<file path="src/rtl/regfile_sequencer.sv">
// Operand-fetch / execute / write-back sequencer in front of an 8x16 register file.
// Owns the A/B/C datapath registers and the {N,V,Z} status flags.
module regfile_sequencer #(
  parameter int unsigned DATA_W = 16,
  parameter int unsigned IMM_W  = 8
) (
  input  logic              clk,
  input  logic              reset,
  input  logic              start,
  input  logic [2:0]        op,
  input  logic [1:0]        shift,
  input  logic [2:0]        rn,
  input  logic [2:0]        rd,
  input  logic [2:0]        rm,
  input  logic [IMM_W-1:0]  imm,
  input  logic [DATA_W-1:0] reg_data,
  output logic [2:0]        readnum,
  output logic [2:0]        writenum,
  output logic              write,
  output logic [DATA_W-1:0] data_in,
  output logic [DATA_W-1:0] c_out,
  output logic [2:0]        status,
  output logic              busy,
  output logic              done
);

  localparam int unsigned REG_W = 3;
  localparam int unsigned EXT_W = DATA_W - IMM_W;

  localparam logic [2:0] OP_MOVI = 3'b000;
  localparam logic [2:0] OP_MOV  = 3'b001;
  localparam logic [2:0] OP_ADD  = 3'b010;
  localparam logic [2:0] OP_CMP  = 3'b011;
  localparam logic [2:0] OP_AND  = 3'b100;
  localparam logic [2:0] OP_MVN  = 3'b101;

  typedef enum logic [2:0] {
    S_IDLE   = 3'd0,
    S_LOAD_A = 3'd1,
    S_LOAD_B = 3'd2,
    S_EXEC   = 3'd3,
    S_WRITE  = 3'd4
  } state_e;

  state_e              state_q, state_d;
  logic [2:0]          op_q, op_d;
  logic [1:0]          shift_q, shift_d;
  logic [REG_W-1:0]    rn_q, rn_d, rd_q, rd_d, rm_q, rm_d;
  logic [IMM_W-1:0]    imm_q, imm_d;
  logic [DATA_W-1:0]   a_q, a_d, b_q, b_d, c_q, c_d;
  logic [2:0]          status_q, status_d;
  logic [REG_W-1:0]    readnum_q, readnum_d, writenum_q, writenum_d;
  logic                write_q, write_d, busy_q, busy_d, done_q, done_d;
  logic [DATA_W-1:0]   bsh, diff;

  // State and datapath registers; reset is synchronous
  always_ff @(posedge clk) begin
    if (reset) begin
      state_q    <= S_IDLE;
      op_q       <= '0;
      shift_q    <= '0;
      rn_q       <= '0;
      rd_q       <= '0;
      rm_q       <= '0;
      imm_q      <= '0;
      a_q        <= '0;
      b_q        <= '0;
      c_q        <= '0;
      status_q   <= '0;
      readnum_q  <= '0;
      writenum_q <= '0;
      write_q    <= 1'b0;
      busy_q     <= 1'b0;
      done_q     <= 1'b0;
    end else begin
      state_q    <= state_d;
      op_q       <= op_d;
      shift_q    <= shift_d;
      rn_q       <= rn_d;
      rd_q       <= rd_d;
      rm_q       <= rm_d;
      imm_q      <= imm_d;
      a_q        <= a_d;
      b_q        <= b_d;
      c_q        <= c_d;
      status_q   <= status_d;
      readnum_q  <= readnum_d;
      writenum_q <= writenum_d;
      write_q    <= write_d;
      busy_q     <= busy_d;
      done_q     <= done_d;
    end
  end

  // Next-state, field capture, datapath and registered-output decode
  always_comb begin
    state_d    = state_q;
    op_d       = op_q;
    shift_d    = shift_q;
    rn_d       = rn_q;
    rd_d       = rd_q;
    rm_d       = rm_q;
    imm_d      = imm_q;
    a_d        = a_q;
    b_d        = b_q;
    c_d        = c_q;
    status_d   = status_q;
    bsh        = b_q;
    diff       = a_q - bsh;

    // B-operand shifter
    case (shift_q)
      2'b01:   bsh = {b_q[DATA_W-2:0], 1'b0};
      2'b10:   bsh = {1'b0, b_q[DATA_W-1:1]};
      2'b11:   bsh = {b_q[DATA_W-1], b_q[DATA_W-1:1]};
      default: bsh = b_q;
    endcase
    diff = a_q - bsh;

    case (state_q)
      S_IDLE: begin
        if (start) begin
          op_d    = op;
          shift_d = shift;
          rn_d    = rn;
          rd_d    = rd;
          rm_d    = rm;
          imm_d   = imm;
          case (op)
            OP_ADD, OP_CMP, OP_AND: state_d = S_LOAD_A;
            OP_MOV, OP_MVN:         state_d = S_LOAD_B;
            default:                state_d = S_EXEC;
          endcase
        end
      end
      S_LOAD_A: begin
        a_d     = reg_data;
        state_d = S_LOAD_B;
      end
      S_LOAD_B: begin
        b_d     = reg_data;
        state_d = S_EXEC;
      end
      S_EXEC: begin
        state_d = S_WRITE;
        case (op_q)
          OP_MOVI: c_d = {{EXT_W{imm_q[IMM_W-1]}}, imm_q};
          OP_MOV:  c_d = bsh;
          OP_ADD:  c_d = a_q + bsh;
          OP_AND:  c_d = a_q & bsh;
          OP_MVN:  c_d = ~bsh;
          OP_CMP: begin
            status_d = {diff[DATA_W-1],
                        (a_q[DATA_W-1] != bsh[DATA_W-1]) && (diff[DATA_W-1] != a_q[DATA_W-1]),
                        diff == '0};
            state_d  = S_IDLE;
          end
          default: state_d = S_IDLE;
        endcase
      end
      S_WRITE: state_d = S_IDLE;
      default: state_d = S_IDLE;
    endcase

    // Outputs registered from the upcoming state so they align with it
    readnum_d  = (state_d == S_LOAD_A) ? rn_d :
                 (state_d == S_LOAD_B) ? rm_d : '0;
    writenum_d = (state_d == S_WRITE) ? rd_d : '0;
    write_d    = (state_d == S_WRITE);
    busy_d     = (state_d != S_IDLE);
    done_d     = (state_q != S_IDLE) && (state_d == S_IDLE);
  end

  assign readnum  = readnum_q;
  assign writenum = writenum_q;
  assign write    = write_q;
  assign data_in  = c_q;
  assign c_out    = c_q;
  assign status   = status_q;
  assign busy     = busy_q;
  assign done     = done_q;

endmodule
</file>
<file path="config.mk">
export PLATFORM = sky130hd
export DESIGN_NAME = regfile_sequencer
export DESIGN_NICKNAME = d
export VERILOG_FILES = /design/src/rtl/regfile_sequencer.sv
export SDC_FILE = /design/constraint.sdc
export NUM_CORES = 1
export LEC_CHECK = 0
export CAP_MARGIN = 20
export CORE_MARGIN = 2
export CORE_UTILIZATION = 45
export CTS_BUF_LIST = sky130_fd_sc_hd__clkbuf_16
export DETAILED_ROUTE_END_ITERATION = 8
export HOLD_SLACK_MARGIN = 0.12
export PLACE_DENSITY = 0.71
export SLEW_MARGIN = 30
export SYNTH_ARGS = -nofsm -noshare
export SYNTH_HDL_FRONTEND = slang
export SYNTH_SLANG_ARGS = --single-unit
</file>
<file path="constraint.sdc">
create_clock -name clk -period 4.56 [get_ports clk]
set_input_delay 0.684 -clock clk [delete_from_list [all_inputs] [get_ports clk]]
set_output_delay 0.684 -clock clk [all_outputs]
set_load 0.02 [all_outputs]
</file>
# Word level (Yosys, flattened, before mapping)
# Cells that the tools add are included.
[op_classes]
mux = 14
n_eq_ne = 21
bitwise_logic = 3
reduce_logical = 16
addsub = 2
[ops]
columns = ["op", "n"]
rows = [
  ["one-hot mux 16 bit (5 select lines)", 1],
  ["one-hot mux 16 bit (3 select lines)", 1],
  ["2-to-1 mux 3 bit", 10],
  ["== test 3 x 2 -> 1 bit, second input constant", 7],
  ["adder 16 bit", 1],
  ["AND 16 bit", 1],
  ["zero test 16 bit", 1],
  ["inverter 16 bit", 1],
  ["subtractor 16 bit", 1],
  ["== test 3 bit, second input constant", 5],
  ["== test 3 x 1 -> 1 bit, second input constant", 4],
  ["one-hot mux 3 bit (4 select lines)", 1],
  ["zero test 3 bit", 3],
  ["AND reduction 2 bit", 3],
  ["nonzero test 3 bit", 2],
  ["nonzero test 5 bit", 1],
  ["OR reduction 5 bit", 1],
  ["== test 2 bit, second input constant", 2],
  ["one-hot mux 2 bit (2 select lines)", 1],
  ["OR reduction 2 bit", 2],
  ["OR reduction 3 bit", 1],
  ["== test 2 x 1 -> 1 bit, second input constant", 1],
  ["logical AND 1 bit", 2],
  ["!= test 1 bit", 2],
  ["inverter 1 bit", 1],
]
[word_totals]
inputBits = 41
out_inout_bits = 44
reg_bits = 85

# Depth between registers and ports, before layout
[logic_depth]
ltp_word = 8
depth_mapped = 15

# Worst setup path after synthesis
# Ideal clock, no wire load.
[synth_path]
path_kind = "register to register"
startpoint = "register shift_q[0]"
endpoint = "register c_q[14], in the netlist c_out[14]"
required_time_ns = 4.433
setup_slack_ns = 1.217
synth_period_minus_slack_ns = 3.343
t_arrival_ns = 3.216
stages_incl_launch_ff = 15
cell_sequence = "dfxtp_1 -> buf_2 -> buf_2 -> mux2i_1 -> nor2_1 -> a21oi_1 -> inv_1 -> fa_1 -> a21o_1 -> a21o_1 -> a2111o_1 -> nand4_1 -> a2111oi_0 -> o21ai_0 -> or3b_1"
[synth_between]
elab_chain_cells = 4
elab_cells_between_ends = 8
[synth_lines]
columns = ["element", "line_no", "source"]
rows = [
  ["start, declared", "47", "logic [1:0] shift_q, shift_d;"],
  ["start signal, assigned", "78", "shift_q <= shift_d;"],
  ["== test 2 bit / == test 2 x 1 -> 1 bit (equally long branches)", "112", "case (shift_q)"],
  ["one-hot mux 16 bit (3 select lines) *", "112", ""],
  ["adder 16 bit, or another cell as far along", "149", "OP_ADD: c_d = a_q + bsh;"],
  ["one-hot mux 16 bit (5 select lines) *", "146", "case (op_q)"],
  ["end signal, assigned", "68", "c_q <= '0;"],
  ["end signal, assigned", "85", "c_q <= c_d;"],
  ["end, declared", "50", "logic [DATA_W-1:0] a_q, a_d, b_q, b_d, c_q, c_d;"],
]
# Every way passes the cells marked *; elsewhere a longest branch is shown, timed or not.
# A chain may end at the register's enable or synchronous reset.

# Final worst setup path
# Ends and elaborated chain as after synthesis.

==> results.yml <==
global_routing:
  grt_pass1_wl_um: 25300
  antenna_found_initial: 0
  grt_overflow_total: 0
  grt_pass1_vias: 4883
  grt_max_degree: 77
  grt_usage_pct: 24.0
final_layout:
  final_cell_mix: "nand2_1, a21oi_1, dfxtp_1"
  instances_no_fill: 958
  nNetsFinal: 862
  diodes: 0
  layout_commonest_cell: "nand2_1"
  syn_to_final_growth_pct: 19.2
  drive_above_1_share_pct: 5.98
routing:
  wl_per_cell_um: 16.9
  drt-initial-drc-count: 328
  drc: 0
  via_per_inst: 5.58
  dr.pass1.iters: 5
  postRouteAntennaNets: 0
  vias: 5347
  wl_um: 16200
setup_path:
  cp-end-kind: "flip-flop"
  r2r_setup_slack_ns: 0.64
  critPathKind: "reg2reg"
  critPathRequiredTime_ns: 4.79
  crit_end: "c_out[14]$_SDFFE_PP0P_"
  worstPathArrival_ns: 4.15
  timing.rr.end: "c_out[14]$_SDFFE_PP0P_"
  r2r_start: "shift_q[0]$_SDFFE_PP0P_"
  crit_fanout: 18
  r2r_cells: 12
  critPathLaunch: "shift_q[0]$_SDFFE_PP0P_"
  start_kind: "flip-flop"
timing:
  rsz0062_at_grt: "no"
  slew_headroom_pct: 38.3
  setup_viol_count_final: 0
  fin_ws_ns: 0.643
  post-route-period-util_pct: 85.9
  finalCriticalPeriod_ns: 3.92
  tightest_slew_ns: 0.924
  whs_ns: 0.463
  max_freq_mhz: 255
  fin_setup_tns_ns: 0
  clock_skew_ns: 0.00653
  drv_slew: 0
  final_hold_viol_count: 0
floorplan:
  io_pins: 85
  die_w_um: 117
  num_rows: 41
  coreArea_um2: 12500
  die_height_um: 117
  die_area_um2: 13600
  initial_core_util_pct: 45.7
clock_network:
  cts_tree: "done"
  cts_resized: 0
  ctsHoldBuffers: 0
  ctsHtreeMaxLevel: 3
  clk_pin_slew_ns: 0.06
  cts_buffer_depth: 2
  cts_sinks: 85
  cts_made_buffers: 9
  cts_setup_buffers: 0
  clkLatencyLatePin_ns: 0.35
  cts-root-buf: "clkbuf_16"
flow_run:
  drv_cap: 0
synthesis:
  synth_edf_count: 0
  ys_seq_elements: 85
  yosys_warnings: 0
  synthArstFlopShare_pct: 0
  yosysSeqAreaShare_pct: 29.7
  avgSynthCellArea_um2: 7.73
  synth_flop_cell: "dfxtp_1"
  synthesis.area_um2: 5720
  synthDistinctLibCells: 70
  syn-num-nets: 820
  syn_inst: 740
min_path:
  hold_class: "reg2reg"
pwr:
  p_leak_nw: 2.65
  powerDensity_nw_per_um2: 346
  ir_drop_uv: 306
placed_design:
  io_buffer_count: 84
  dp_hpwl_um: 12400
  dp_cells: 943
  pre_cts_slack_ns: 0.667
  place_congestion: 0.917
status:
  status: "complete, no violations"
cell type report:
class                   instances  area (um^2)
inverters                      32          120
flip-flops and latches         85         1700
clock inverters                 6         63.8
fillers                      1210         5700
repair buffers                 89          873
multi-input cells             565         3620
clock buffers                   9          225
well taps                     172          215
registers in the layout (all words and copies together), names as in the netlist, 8 cells and up:
register and flops:
a_q 16, b_q 16, c_out 16, imm_q 8
critical path, stage by stage, from the launching register on:
cell and delay (ns):
dfxtp_1 0.78, mux2i_1 0.26, nor2_1 0.05, a21oi_1 0.31, inv_1 0.17, fa_1 0.46, a21o_1 0.19, a21o_1 0.21
a2111o_1 0.46, nand4_1 0.20, a2111oi_0 0.17, o21ai_0 0.17, or3b_1 0.35
per-stage QoR:
step / cell area (um^2) / power [mW] / utilization [%]
floorplan: 5720 / 1.41 / -
global placement: 6520 / 1.63 / 52.1
detailed placement: 6530 / 1.64 / 52.2
CTS: 6820 / 2.37 / 54.5
global route: 6820 / 2.48 / 54.5
finish: 6820 / 2.36 / 54.5
kinds of logic (layout without fill, tap and decap cells):
| group | Yosys count | count (layout) | synth area share, % |
|---|---|---|---|
| AOI/OAI and AO/OA | 205 | 205 | 23.1 |
| buffers and inverters | 90 | 136 | 7.24 |
| muxes | 30 | 30 | 5.51 |
| adders and majority gates | 39 | 39 | 8.79 |
| and+or+nand+nor | 262 | 262 | 21.2 |
| DFF | 85 | 85 | 29.7 |
| xor gates and xnor gates | 29 | 29 | 4.44 |
synth_stat cells, drive strengths merged, types with 4 or more instances:
library cell / number / area share, %
nand2: 120 / 7.9
a21oi: 90 / 7.9
dfxtp: 85 / 30
nor2: 48 / 3.1
ha: 37 / 8.1
clkbuf: 32 / 2.1
inv: 32 / 2.1
o21ai: 29 / 2.5
buf: 26 / 3.0
xnor2: 24 / 3.7
nor3: 22 / 1.9
mux2i: 18 / 3.1
a22oi: 15 / 2.0
mux2: 12 / 2.4
nor2b: 9 / 0.98
or3: 9 / 0.98
nand2b: 8 / 0.87
nand3: 8 / 0.70
a31oi: 7 / 0.77
nand4: 7 / 0.77
a21o: 6 / 0.79
and2: 6 / 0.66
o31ai: 6 / 0.79
or2: 6 / 0.66
a22o: 5 / 0.77
o211ai: 5 / 0.66
o21bai: 5 / 0.66
xor2: 5 / 0.77
o21a: 4 / 0.52
metal layers:
layer	share of wire (%)	wire length [um]	track usage, %
met5	0	0	0
met4	0.98	158	5.96
met3	5.8	929	5.40
met2	46	7360	37.8
met1	48	7710	33.4
worst min path at each step:
stage / start / depth (start not counted) / slack [ns] / to
after detailed placement: imm_q[5]$_SDFFE_PP0P_ / 2 / 0.45 / imm_q[5]$_SDFFE_PP0P_
after global routing: imm_q[5]$_SDFFE_PP0P_ / 2 / 0.49 / imm_q[5]$_SDFFE_PP0P_
after floorplan: rm_q[0]$_SDFF_PP0_ / 2 / 0.43 / rm_q[0]$_SDFF_PP0_
final: imm_q[5]$_SDFFE_PP0P_ / 2 / 0.46 / imm_q[5]$_SDFFE_PP0P_
after global placement: imm_q[5]$_SDFFE_PP0P_ / 2 / 0.45 / imm_q[5]$_SDFFE_PP0P_
after CTS: imm_q[5]$_SDFFE_PP0P_ / 2 / 0.46 / imm_q[5]$_SDFFE_PP0P_
report_power, final:
part / internal [mW] / total [mW] / switching [mW]
logic: 0.323 / 0.776 / 0.452
clock network: 0.421 / 0.724 / 0.303
registers: 0.796 / 0.860 / 0.0636
(Power assumes the default switching activity.)
